`config.mk`:
```
export PLATFORM = sky130hd
export DESIGN_NAME = serial_pattern_tx
export DESIGN_NICKNAME = d
export VERILOG_FILES = /design/src/rtl/serial_pattern_tx.sv
export SDC_FILE = /design/constraint.sdc
export NUM_CORES = 1
export LEC_CHECK = 0
export CORE_MARGIN = 4
export CORE_UTILIZATION = 49
export DETAILED_ROUTE_END_ITERATION = 10
export PLACE_DENSITY = 0.72
export SLEW_MARGIN = 30
export SYNTH_ARGS = -nofsm -noshare
export SYNTH_HDL_FRONTEND = slang
export SYNTH_SLANG_ARGS = --single-unit
```
`constraint.sdc`:
```
create_clock -name clk -period 1.5 [get_ports clk]
set_input_delay 0.3 -clock clk [delete_from_list [all_inputs] [get_ports clk]]
set_output_delay 0.3 -clock clk [all_outputs]
set_load 0.01 [all_outputs]
```
`src/rtl/serial_pattern_tx.sv`:
```
// Serial pattern transmitter: shifts a latched pattern out MSB-first, repeated with idle gaps.
// Optional even-parity bit per frame when SERIAL_TX_PARITY_EN is defined.
module serial_pattern_tx #(
   parameter int PAT_W = 6,
   parameter int CNT_W = 4
) (
   input  logic             clk,
   input  logic             reset,
   input  logic             start,
   input  logic [PAT_W-1:0] pattern_in,
   input  logic [CNT_W-1:0] repeat_cnt,
   input  logic [CNT_W-1:0] gap_len,
   output logic             busy,
   output logic             d_out,
   output logic             frame_valid,
   output logic             done
);

   localparam int IDX_W = $clog2(PAT_W);
   localparam logic [IDX_W-1:0] MSB_IDX = IDX_W'(PAT_W - 1);

   typedef enum logic [2:0] {IDLE, SHIFT, PAR, GAP, DONE} state_t;

   state_t           state, state_n;
   logic [IDX_W-1:0] idx, idx_n;
   logic [CNT_W-1:0] frames_left, frames_n;
   logic [CNT_W-1:0] gap_cnt, gap_cnt_n;
   logic [CNT_W-1:0] gap_q, gap_q_n;
   logic [PAT_W-1:0] pat_q, pat_n;
   logic             d_n, fv_n, busy_n, done_n;
   logic             frame_end;

   always_ff @(posedge clk or posedge reset) begin
      if (reset) begin
         state       <= IDLE;
         idx         <= '0;
         frames_left <= '0;
         gap_cnt     <= '0;
         gap_q       <= '0;
         pat_q       <= '0;
         d_out       <= 1'b0;
         frame_valid <= 1'b0;
         busy        <= 1'b0;
         done        <= 1'b0;
      end else begin
         state       <= state_n;
         idx         <= idx_n;
         frames_left <= frames_n;
         gap_cnt     <= gap_cnt_n;
         gap_q       <= gap_q_n;
         pat_q       <= pat_n;
         d_out       <= d_n;
         frame_valid <= fv_n;
         busy        <= busy_n;
         done        <= done_n;
      end
   end

   // Outputs are computed for the state being entered, so every output is a flop.
   always_comb begin
      state_n   = state;
      idx_n     = idx;
      frames_n  = frames_left;
      gap_cnt_n = gap_cnt;
      gap_q_n   = gap_q;
      pat_n     = pat_q;
      d_n       = 1'b0;
      fv_n      = 1'b0;
      busy_n    = 1'b0;
      done_n    = 1'b0;
      frame_end = 1'b0;

      case (state)
         IDLE: begin
            if (start) begin
               pat_n    = pattern_in;
               frames_n = repeat_cnt;
               gap_q_n  = gap_len;
               idx_n    = MSB_IDX;
               state_n  = SHIFT;
               d_n      = pattern_in[PAT_W-1];
               fv_n     = 1'b1;
               busy_n   = 1'b1;
            end
         end
         SHIFT: begin
            if (idx != '0) begin
               idx_n  = idx - IDX_W'(1);
               d_n    = pat_q[idx_n];
               fv_n   = 1'b1;
               busy_n = 1'b1;
            end else begin
`ifdef SERIAL_TX_PARITY_EN
               state_n = PAR;
               d_n     = ^pat_q;
               fv_n    = 1'b1;
               busy_n  = 1'b1;
`else
               frame_end = 1'b1;
`endif
            end
         end
         PAR: frame_end = 1'b1;
         GAP: begin
            busy_n = 1'b1;
            if (gap_cnt != '0) begin
               gap_cnt_n = gap_cnt - CNT_W'(1);
            end else begin
               state_n = SHIFT;
               idx_n   = MSB_IDX;
               d_n     = pat_q[PAT_W-1];
               fv_n    = 1'b1;
            end
         end
         DONE:    state_n = IDLE;
         default: state_n = IDLE;
      endcase

      if (frame_end) begin
         busy_n = 1'b1;
         if (frames_left != '0) begin
            frames_n = frames_left - CNT_W'(1);
            if (gap_q != '0) begin
               state_n   = GAP;
               gap_cnt_n = gap_q - CNT_W'(1);
            end else begin
               state_n = SHIFT;
               idx_n   = MSB_IDX;
               d_n     = pat_q[PAT_W-1];
               fv_n    = 1'b1;
            end
         end else begin
            state_n = DONE;
            done_n  = 1'b1;
         end
      end
   end

endmodule
```
==> flow_metrics.env <==
export IMPL_critPathMaxStageDelay_ns=0.41
export IMPL_core_region_area_mm2=0.00310
export IMPL_tightest_slew_ns=0.458
export IMPL_powerDensity_mw_per_mm2=2110
export IMPL_max_cap_violations=0
export IMPL_layout_drive_gt1_share_pct=42.1
export IMPL_fin_ws_ns=-0.203
export IMPL_relSlewSlack_pct=69.2
export IMPL_h_tree_depth=1
export IMPL_yosysWarnings=0
export IMPL_worstHoldPathType="in2async"
export IMPL_numCtsBuffers=3
export IMPL_grt_pass1_vias=1495
export IMPL_syn_num_nets=186
export IMPL_die_w_um=65.6
export IMPL_worstPathRequired_ns=1.73
export IMPL_crit_slowest_cell="dfrtp_1"
export IMPL_clk_pin_slew_worst_paths_ns=0.16
export IMPL_nets=251
export IMPL_postRouteAntennaNets=0
export IMPL_pin_count=21
export IMPL_layout_common_cells="42 x buf_4, 27 x dfrtp_1, 26 x nand2_1"
export IMPL_syn_inst=164
export IMPL_ys_seq_elements=28
export IMPL_io_buffers=20
export IMPL_finalHoldViolCount=0
export IMPL_worstSetupEndpointType="flip-flop"
export IMPL_path_cells="inv_1, ha_2, buf_4, nand4b_1, buf_4, a221oi_4, a211oi_2"
export IMPL_die_h_um=65.6
export IMPL_grt_pass1_wl_um=6420
export IMPL_layout_commonest_cell="buf_4"
export IMPL_synth_top_cell_area_share_pct=43.1
export IMPL_violations="setup timing"
export IMPL_gp_congestion=0.861
export IMPL_first_pass_iters=4
export IMPL_path_buf_inv=3
export IMPL_grt_util_all_layers_pct=19.0
export IMPL_synth_cell_type_count=45
export IMPL_fin_crit_ns=1.70
export IMPL_yosys_area_top_type="dfrtp_1"
export IMPL_crit_family="buffers and inverters"
export IMPL_clk_latency_ns=0.33
export IMPL_clockBufferDepth=2
export IMPL_avgRoutedWirePerCell_um=16.2
export IMPL_finalPower_mw=5.09
export IMPL_vdd_drop_max_v=0.00109
export IMPL_cts_num_sinks=28
export IMPL_pre_cts_slack_ns=-0.233
export IMPL_critical_path_class="reg2reg"
export IMPL_p_leak_nw=1.06
export IMPL_die_area_mm2=0.00431
export IMPL_fin_area_mm2=0.00242
export IMPL_crit_fanout=3
export IMPL_tritoncts="built"
export IMPL_drv_slew=0
export IMPL_area_growth_pct=48.6
export IMPL_cp_arrival_ns=1.94
export IMPL_avgSynthCellArea_um2=9.92
export IMPL_drcViolationCount=0
export IMPL_initialDrtViolationCount=97
export IMPL_dpl_instance_area_mm2=0.00210
export IMPL_vias_per_cell=5.42
export IMPL_status="complete, but fails checks"
export IMPL_grt_overflow_total=0
export IMPL_final_setup_skew_ns=0.00568
export IMPL_tns_ns=-1.75
export IMPL_setup_viol=13
export IMPL_max_freq_mhz=587
export IMPL_rsz0062_at_grt="yes"
export IMPL_crit_top_cell="buf_4"
export IMPL_grt_max_degree=29
export IMPL_wl_um=4410
export IMPL_vias=1473
export IMPL_crit_path_start_kind="flip-flop"
export IMPL_diodes=0
export IMPL_cts_root_buf="clkbuf_4"
export IMPL_initial_utilization_pct=52.4
export IMPL_synth_area_leaders="dfrtp_1 43%, nand2_1 7.2%, ha_1 3.8%"
export IMPL_period_share_pct=114
export IMPL_yosysSeqAreaShare_pct=43.1
export IMPL_post_route_util_pct=77.9
export IMPL_antenna_found_initial=0
export IMPL_rows=20
export IMPL_syn_area_mm2=0.00163
export IMPL_hpwl_um=2710
[worst min-delay path, stage by stage]
cell	delay (ns)
clkdlybuf4s50_1	0.39
inv_1	0.05
buf_4	0.33
[timing repair]
action | CTS | global route
setup buffers | 7 | 6
gates cloned | 0 | 1
endpoints found under the setup margin | 20 | 23
resized for setup | 23 | 22
pin swaps | 8 | 6
hold buffers | 0 | 0
[Yosys cell counts (all sizes together)]
cell / count
ha: 5
or3b: 1
a221o: 1
a21o: 1
xnor2: 2
a221oi: 1
a21boi: 1
xor2: 1
o31ai: 1
nor3: 4
o21bai: 1
nand3: 2
a31oi: 4
nand2b: 4
mux2: 1
nand4b: 2
buf: 7
o311ai: 1
mux2i: 5
o211ai: 2
a22oi: 1
inv: 12
a21oi: 4
o22ai: 1
dfrtp: 28
nor4b: 2
nor3b: 4
o32ai: 1
nor4: 2
and3: 2
nand4bb: 1
or2: 3
o221a: 1
o21ai: 5
nand2: 31
nor2: 12
nand3b: 2
a211oi: 5
[final timing paths]
check / startpoint / end / slack [ns] / cells past startpoint
min in group clk: gap_len[2] / gap_q[2] / 0.47 / 3
worst min register to register: pat_q[3] / pat_q[3] / 0.49 / 2
worst min-delay path: reset / gap_cnt[0] / 0.31 / 3
max in group asynchronous: reset / state[2] / 0.91 / 3
worst max-delay path: gap_cnt[0] / gap_cnt[2] / -0.20 / 7
worst max register to register: gap_cnt[0] / gap_cnt[2] / -0.20 / 7
[report_power, final]
part / leakage, nW / internal, mW / total (mW) / switching (mW)
clock network: 0.0210 / 0.149 / 0.382 / 0.233
registers: 0.336 / 1.10 / 1.36 / 0.262
logic: 0.703 / 1.80 / 3.35 / 1.55
total: 1.06 / 3.05 / 5.09 / 2.04
[registers in the layout, summed over array words and instances, names as in the netlist]
| signal | cells |
|---|---|
| pat_q | 6 |
| frames_left | 4 |
| gap_cnt | 4 |
| d_out | 1 |
| frame_valid | 1 |
| gap_q | 4 |
| done | 1 |
| busy | 1 |
| idx | 3 |
| state | 3 |
[logic make-up after synthesis]
family / Yosys count / synth area share, %
simple gates: 72 / 25.5
compound gates: 31 / 15.8
flops: 28 / 43.1
buf+inv: 19 / 6.23
mux: 6 / 4.00
fa+ha+maj: 5 / 3.85
xor+xnor: 3 / 1.62
[cell type report]
class / count / area [µm²]
fillers: 218 / 686
multi-input cells: 117 / 992
clock buffers: 4 / 36.3
inverters: 12 / 47.5
repair buffers: 67 / 584
well taps: 44 / 55.1
flip-flops and latches: 28 / 702
[metrics by stage]
step	instances	hold slack, ns
after global routing	272	0.341
final	272	0.309
after CTS	265	0.327
after global placement	254	0.459
after detailed placement	254	0.462
after floorplan	164	0.365
[routing by layer]
| metal | share of wire [%] | wire length [µm] | vias up | track usage (%) |
|---|---|---|---|---|
| li1 | - | - | 697 | - |
| met1 | 43 | 1880 | 731 | 22.6 |
| met2 | 53 | 2340 | 36 | 33.2 |
| met3 | 2.9 | 128 | 9 | 2.91 |
| met4 | 1.4 | 61 | 0 | 8.81 |
| met5 | 0 | 0 | - | 0 |
(Power assumes the default switching activity.)
